$ cat src/rtl/spi_master_ctrl.sv
// spi_master_ctrl: single-byte SPI master, mode 0 (sclk idles low, sample on
// rise, shift on fall). The sclk half-period is DIV clk cycles.
// Bit order: define SPI_LSB_FIRST_EN for LSB-first, otherwise MSB-first.
// Both builds have the same timing, FSM and ports.
// Every output is driven straight from a flop.
module spi_master_ctrl #(
  parameter int DIV = 4
) (
  input  logic       clk,
  input  logic       rst,
  input  logic       start,
  input  logic [7:0] tx_data,
  output logic [7:0] rx_data,
  output logic       busy,
  output logic       done,
  output logic       sclk,
  output logic       mosi,
  input  logic       miso,
  output logic       ss_n
);

  localparam int CW = (DIV > 1) ? $clog2(DIV) : 1;
  localparam logic [CW-1:0] CNT_ZERO = CW'(0);
  localparam logic [CW-1:0] CNT_ONE  = CW'(1);
  localparam logic [CW-1:0] CNT_TC   = CW'(DIV - 1);

  typedef enum logic [1:0] {
    S_IDLE  = 2'd0,
    S_SETUP = 2'd1,
    S_SHIFT = 2'd2,
    S_DONE  = 2'd3
  } state_t;

  state_t        state_q, state_d;
  logic [CW-1:0] div_cnt_q, div_cnt_d;
  logic [3:0]    bit_cnt_q, bit_cnt_d;
  logic [7:0]    tx_sr_q, tx_sr_d;
  logic [7:0]    rx_sr_q, rx_sr_d;
  logic [7:0]    rx_data_q, rx_data_d;
  logic          busy_q, busy_d;
  logic          done_q, done_d;
  logic          sclk_q, sclk_d;
  logic          mosi_q, mosi_d;
  logic          ss_n_q, ss_n_d;
  logic          tc_s, fall_s, last_fall_s;

  // The bit that goes out on the wire next is always the head of the TX register.
  function automatic logic tx_head(input logic [7:0] v);
`ifdef SPI_LSB_FIRST_EN
    return v[0];
`else
    return v[7];
`endif
  endfunction

  function automatic logic [7:0] tx_shift(input logic [7:0] v);
`ifdef SPI_LSB_FIRST_EN
    return {1'b0, v[7:1]};
`else
    return {v[6:0], 1'b0};
`endif
  endfunction

  // After 8 shifts, the first bit received sits at the far end of the register.
  function automatic logic [7:0] rx_shift(input logic [7:0] v, input logic b);
`ifdef SPI_LSB_FIRST_EN
    return {b, v[7:1]};
`else
    return {v[6:0], b};
`endif
  endfunction

  assign tc_s        = (div_cnt_q == CNT_TC);
  assign fall_s      = (state_q == S_SHIFT) && tc_s && sclk_q;
  assign last_fall_s = fall_s && (bit_cnt_q == 4'd7);

  // State, datapath and output flops; reset aborts any transfer immediately
  always_ff @(posedge clk or negedge rst) begin
    if (!rst) begin
      state_q   <= S_IDLE;
      div_cnt_q <= CNT_ZERO;
      bit_cnt_q <= 4'd0;
      tx_sr_q   <= 8'h00;
      rx_sr_q   <= 8'h00;
      rx_data_q <= 8'h00;
      busy_q    <= 1'b0;
      done_q    <= 1'b0;
      sclk_q    <= 1'b0;
      mosi_q    <= 1'b0;
      ss_n_q    <= 1'b1;
    end else begin
      state_q   <= state_d;
      div_cnt_q <= div_cnt_d;
      bit_cnt_q <= bit_cnt_d;
      tx_sr_q   <= tx_sr_d;
      rx_sr_q   <= rx_sr_d;
      rx_data_q <= rx_data_d;
      busy_q    <= busy_d;
      done_q    <= done_d;
      sclk_q    <= sclk_d;
      mosi_q    <= mosi_d;
      ss_n_q    <= ss_n_d;
    end
  end

  // Next-state logic: start is looked at only in IDLE, so it is never queued
  always_comb begin
    state_d = state_q;
    case (state_q)
      S_IDLE: begin
        if (start) state_d = S_SETUP;
        else       state_d = S_IDLE;
      end
      S_SETUP: begin
        if (tc_s) state_d = S_SHIFT;
        else      state_d = S_SETUP;
      end
      S_SHIFT: begin
        if (last_fall_s) state_d = S_DONE;
        else             state_d = S_SHIFT;
      end
      S_DONE:  state_d = S_IDLE;
      default: state_d = S_IDLE;
    endcase
  end

  // Datapath and output next values; the flags come from the next state so
  // they line up with it
  always_comb begin
    div_cnt_d = div_cnt_q;
    bit_cnt_d = bit_cnt_q;
    tx_sr_d   = tx_sr_q;
    rx_sr_d   = rx_sr_q;
    rx_data_d = rx_data_q;
    sclk_d    = sclk_q;
    mosi_d    = mosi_q;
    busy_d    = (state_d != S_IDLE);
    done_d    = (state_d == S_DONE);
    ss_n_d    = (state_d == S_IDLE) || (state_d == S_DONE);
    case (state_q)
      S_IDLE: begin
        div_cnt_d = CNT_ZERO;
        bit_cnt_d = 4'd0;
        sclk_d    = 1'b0;
        if (start) begin
          tx_sr_d = tx_data;
          rx_sr_d = 8'h00;
          mosi_d  = tx_head(tx_data);
        end else begin
          mosi_d  = 1'b0;
        end
      end
      S_SETUP: begin
        sclk_d = 1'b0;
        if (tc_s) div_cnt_d = CNT_ZERO;
        else      div_cnt_d = div_cnt_q + CNT_ONE;
      end
      S_SHIFT: begin
        if (tc_s) begin
          div_cnt_d = CNT_ZERO;
          sclk_d    = ~sclk_q;
          if (sclk_q) begin
            // Falling edge: advance TX and present the next bit
            tx_sr_d = tx_shift(tx_sr_q);
            if (bit_cnt_q == 4'd7) begin
              bit_cnt_d = 4'd0;
              mosi_d    = 1'b0;
              rx_data_d = rx_sr_q;
            end else begin
              bit_cnt_d = bit_cnt_q + 4'd1;
              mosi_d    = tx_head(tx_shift(tx_sr_q));
            end
          end else begin
            // Rising edge: capture miso
            rx_sr_d = rx_shift(rx_sr_q, miso);
          end
        end else begin
          div_cnt_d = div_cnt_q + CNT_ONE;
        end
      end
      S_DONE: begin
        div_cnt_d = CNT_ZERO;
        sclk_d    = 1'b0;
        mosi_d    = 1'b0;
      end
      default: begin
        div_cnt_d = CNT_ZERO;
        bit_cnt_d = 4'd0;
        sclk_d    = 1'b0;
        mosi_d    = 1'b0;
      end
    endcase
  end

  assign rx_data = rx_data_q;
  assign busy    = busy_q;
  assign done    = done_q;
  assign sclk    = sclk_q;
  assign mosi    = mosi_q;
  assign ss_n    = ss_n_q;

endmodule

$ cat config.mk
export PLATFORM = sky130hd
export DESIGN_NAME = spi_master_ctrl
export DESIGN_NICKNAME = d
export VERILOG_FILES = /design/src/rtl/spi_master_ctrl.sv
export SDC_FILE = /design/constraint.sdc
export NUM_CORES = 1
export LEC_CHECK = 0
export BUFFER_PORTS_ARGS = -buffer_cell sky130_fd_sc_hd__buf_2
export CAP_MARGIN = 20
export CORE_MARGIN = 3
export CORE_UTILIZATION = 41
export CTS_CLUSTER_DIAMETER = 80
export DETAILED_ROUTE_END_ITERATION = 6
export GPL_ROUTABILITY_DRIVEN = 1
export HOLD_SLACK_MARGIN = 0.15
export SKIP_LAST_GASP = 1
export SLEW_MARGIN = 20
export SYNTH_ARGS = -nofsm -noshare
export SYNTH_HDL_FRONTEND = slang
export SYNTH_SLANG_ARGS = --single-unit
$ cat constraint.sdc
create_clock -name clk -period 2 [get_ports clk]
set_input_delay 0.1 -clock clk [delete_from_list [all_inputs] [get_ports clk]]
set_output_delay 0.1 -clock clk [all_outputs]
set_load 0.005 [all_outputs]
-- Yosys cells after proc, flatten, opt, wreduce, memory -nomap -nowiden
Index checks and enable logic that the tools add are counted.
- latch bits: 0
- output and inout port bits: 13
- register bits after elaboration: 36
- memories kept: 0
- memory bits (read-only): 0
- word-level logic and storage cells: 66
- bits in writable memories: 0
- magnitude comparators: 0
- divide/modulo/power cells: 0
- equality and inequality tests: 10
- reduce and logical (&&, ||, !) cells: 17
- bitwise operators: 1
- muxes and demuxes: 25
- add/subtract/negate cells: 2
- shift-type cells: 0
- $mul: 0
- operator list (operator ; number):
    2-to-1 mux 8 bit ; 3
    2-to-1 mux 7 bit ; 3
    one-hot mux 8 bit (2 select lines) ; 1
    one-hot mux 7 bit (2 select lines) ; 1
    2-to-1 mux 4 bit ; 3
    AND reduction 4 bit ; 3
    == test 2 bit (second input constant) ; 4
    inequality test 2 bit (second input constant) ; 4
    one-hot mux 2 bit (4 select lines) ; 1
    one-hot mux 4 bit (2 select lines) ; 1
    2-to-1 mux 1 bit ; 7
    AND reduction 3 bit ; 2
    adder 4 x 1 -> 4 bit (second input constant) ; 1
    == test 4 x 3 -> 1 bit (second input constant) ; 1
    zero test 2 bit ; 2
    2-to-1 mux 2 bit ; 2
    one-hot mux 2 bit (2 select lines) ; 1
    nonzero test 2 bit ; 2
    OR reduction 2 bit ; 2
    logical AND 1 bit ; 3
    one-hot mux 1 bit (3 select lines) ; 1
    nonzero test 3 bit ; 1
    OR reduction 3 bit ; 1
    adder 2 x 1 -> 2 bit (second input constant) ; 1
    4 further kinds ; 4

-- Longest topological paths before layout
- depth after elaboration: 8
- mapped depth: 7
- depth with buffers taken out: 7

-- Least setup slack after synthesis
Ideal clock, no wire load.
- path kind: reg-to-reg
- from: reg state_q[0]
- to: reg tx_sr_q[2]
- data arrival time: 1544 ps
- cell stages (with the launch flop): 6
- path slack: 332 ps
- required time: 1875 ps
- path buffers: 1
- clock period less this slack: 1668 ps
- setup time: 125 ps
- cell sequence: dfrtp_1 -> inv_1 -> ha_1 -> buf_4 -> mux2_2 -> mux2_2
- longest elaborated chain between the ends: 3
- elaborated cells between the ends (all ways): 8
- those cells by class: 4 x eq/ne; 1 x mux; 3 x reduce/logical
- ends and longest elaborated chain (what ; line ; source):
    from (decl) ; 34 ; state_t state_q, state_d;
    from (signal assigned) ; 92 ; state_q <= state_d;
    == test 2 bit or zero test 2 bit (tied branches) ; 140 ; case (state_q)
    inequality test 2 bit (no line) or nonzero test 2 bit (tied branches) ; - ;
    AND reduction 4 bit (no line) ; - ;
    to (signal assigned) ; 95 ; tx_sr_q <= tx_sr_d;
    to (decl) ; 37 ; logic [7:0] tx_sr_q, tx_sr_d;
Several ways; a longest one is shown, not always the timed one.
A chain may end at the register's enable or synchronous reset.

-- Worst setup path after layout
- from: reg state_q[0]
- to: reg tx_sr_q[1]
Same word-level chain as after synthesis.

==> results.cfg <==
[outcome]
status = finished clean

[timing]
slew-limit-headroom = 0.475
finalSetupTns_ns = 0
fmax_ghz = 0.546
final_hold_viol_count = 0
slew_violations = 0
setup_violations = 0
fin_worst_skew_ns = 0.00714
rsz0062_at_grt = false
worst_pin_slew_ns = 0.788
fin_crit_sh = 0.915
period_needed_ns = 1.83

[floorplanning]
die_area_um2 = 5080
num_rows = 23
fp.dieH_um = 71.3
core_um2 = 4060
start_util = 0.430
io_pins = 25
die_x_um = 71.3

[critical_path]
r2r_cells = 5
endpoint_kind = register
cp_max_fo = 20
ff2ff_setup_slack_ns = 0.17
crit_required_ns = 2.17
crit_arrival_ns = 2.00
rr_endpoint = tx_sr_q[1]
cp-start-kind = register
r2r_start = state_q[0]
worstSetupPathType = reg -> reg

[power]
cellPowerDensity_nw_per_um2 = 1060
leakage_nw = 0.995
pwr-share-clk = 0.280
vdd_drop_max_mv = 0.400
swShare = 0.286
p_seq_frac = 0.437
power.internal_w = 0.00156
combPwrFrac = 0.284
p_switching_w = 0.000624

[clock_network]
clock_sink_count = 36
cts_tree = built
clkLatencyLatePin_ns = 0.28
clockRootBuffer = clkbuf_8
htreeDepth = 2
clockBufferDepth = 2
path_clk_slew_ns = 0.07
post_cts_buffers = 0
cts-buffers-inserted = 5

[drt]
drcViolationCount = 0
wl_per_cell_um = 13.1
viasPerCell = 5.03
vias = 1146
firstDrtPassIters = 4
wl_mm = 3.00
drt_iter0_markers = 53
drtAntennaViolNets = 0

[cells_and_area]
final_layout_size_suffix_gt1_frac = 0.331
nNetsFinal = 198
diodes = 0
postLayoutCellArea_um2 = 2070
syn_to_final_growth_pct = 18.5

[min_path]
min_from = tx_data[4]
hold_depth = 3
min_to = tx_sr_q[4]
hold_class = in -> reg

[logic_synthesis]
yosys.cell_types.count = 31
synth_nets = 165
syn_avg_cell_area_um2 = 12.1
synthSimpleGateAreaFrac = 0.120
netlist_area_um2 = 1750
synth_top_family_by_area = multiplexers
synth_seq_cells = 36
synthCells = 144
synth.yosys.seq_area_share = 0.516
synth_xor_area_frac = 0.00501
yosys_warnings = 0
synth-compound-area-share = 0.0602
synth.area.mux_share = 0.188
yosys.area_share.adder = 0.0645

[placement]
io_buffers = 24
place.gp.congestion = 0.789
placed_cell_area_um2 = 1920
dp_hpwl_mm = 2.16

[grt]
grt_max_degree = 37
grt_pass1_vias = 1182
grt_first_pass_wirelength_mm = 5.33
antenna_found_initial = 0
grtUsageTotal = 0.135
globalRouteOverflowTotal = 0

[run]
cap_viol_max_count = 0
power by group through the flow:
stage	combinational [W]	sequential [W]	clock, W
3_5_place_dp	0.000622	0.000971	0
6_report	0.000619	0.000954	0.000611
3_3_place_gp	0.000601	0.000962	0
2_1_floorplan	0.000473	0.000950	0
5_1_grt	0.000710	0.000968	0.000668
4_1_cts	0.000635	0.000957	0.000638
how the worst max path moves through the flow:
stage	to	depth (start not counted)	slack (ns)	start
2_1_floorplan	tx_sr_q[2]	5	0.33	state_q[0]
3_3_place_gp	tx_sr_q[1]	5	0.25	state_q[0]
6_report	tx_sr_q[1]	5	0.17	state_q[0]
4_1_cts	tx_sr_q[1]	5	0.16	state_q[0]
5_1_grt	tx_sr_q[5]	5	0.07	state_q[0]
3_5_place_dp	tx_sr_q[1]	5	0.18	state_q[0]
flip-flops by register name, summed over array words and instances, names as in the netlist:
| name | count |
|---|---|
| state_q | 2 |
| ss_n | 1 |
| rx_data | 8 |
| tx_sr_q | 7 |
| bit_cnt_q | 4 |
| div_cnt_q | 2 |
| mosi | 1 |
| rx_sr_q | 8 |
| sclk | 1 |
| done | 1 |
| busy | 1 |
layout make-up:
cell class              count  area (um2)
clock buffers               6        72.6
clock inverters             2        35.0
fillers                   357        1990
inverters                  15        56.3
multi-input cells          89         766
flip-flops and latches     36         902
well taps                  50        62.6
repair buffers             30         175
layout by cell type (no fill, tap or decap), drive strengths merged, types with 3 or more instances in the layout:
cell         count
ha               9
dlygate4sd3      4
nand2           11
inv             15
nand2b           3
a21oi            3
nor3b            3
mux2i           10
nand3            8
clkbuf           6
and2             3
dfrtp           35
buf             26
mux2            20
o21ai            3
Yosys cell counts, drive strengths merged:
library cell  count  area (um2)
a21boi            1        7.51
a21o              2        15.0
a21oi             3        37.5
a31oi             1        6.26
and2              3        18.8
and3              2        12.5
buf               4        22.5
dfrtp            35         876
dfstp             1        26.3
ha                9         113
inv              15        56.3
mux2             20         225
mux2i            10         104
nand2            11        41.3
nand2b            3        18.8
nand3             8        45.0
nand3b            1        7.51
nand4b            1        8.76
nor2              1        11.3
nor2b             1        6.26
nor3b             3        22.5
nor4bb            1        10.0
o211ai            2        15.0
o21ai             3        15.0
o221ai            1        8.76
or2b              1        7.51
xnor2             1        8.76
repair_timing:
| item | CTS | global route |
|---|---|---|
| hold buffers | 4 | 0 |
| gates resized for setup | 0 | 0 |
| endpoints found under the hold margin | 37 | 0 |
stage by stage:
step	setup slack (ns)	std cells	util	total power, W	hold slack, ns
finish	0.170	228	0.510	0.00218	0.167
global route	0.0720	228	0.510	0.00235	0.175
CTS	0.158	228	0.510	0.00223	0.158
detailed placement	0.175	216	0.474	0.00159	0.240
global placement	0.250	216	0.474	0.00156	0.222
floorplan	0.332	144	-	0.00142	-0.196
critical path: stages, from the launching register on:
cell	delay, ns
dfrtp_1	0.44
inv_1	0.13
ha_1	0.26
buf_4	0.28
mux2_2	0.36
mux2_2	0.26
metal layers:
metal	vias up	part of all wire	global-route usage	routed length (um)
met5	-	0	0	0
met4	0	0.016	0.0689	49
met3	7	0.052	0.0379	157
met2	26	0.48	0.215	1440
met1	558	0.45	0.167	1350
li1	555	-	-	-
cells by family (layout without fill, tap and decap cells):
| kind of cell | Yosys count | in the layout |
|---|---|---|
| adder cells (fa/ha/maj) | 9 | 9 |
| AND/OR/NAND/NOR | 36 | 36 |
| flip-flops | 36 | 36 |
| XOR/XNOR | 1 | 1 |
| buffers and inverters | 19 | 53 |
| multiplexers | 30 | 30 |
| AO/OA/AOI/OAI | 13 | 13 |
Note: power is estimated with default switching activity, not from simulation.
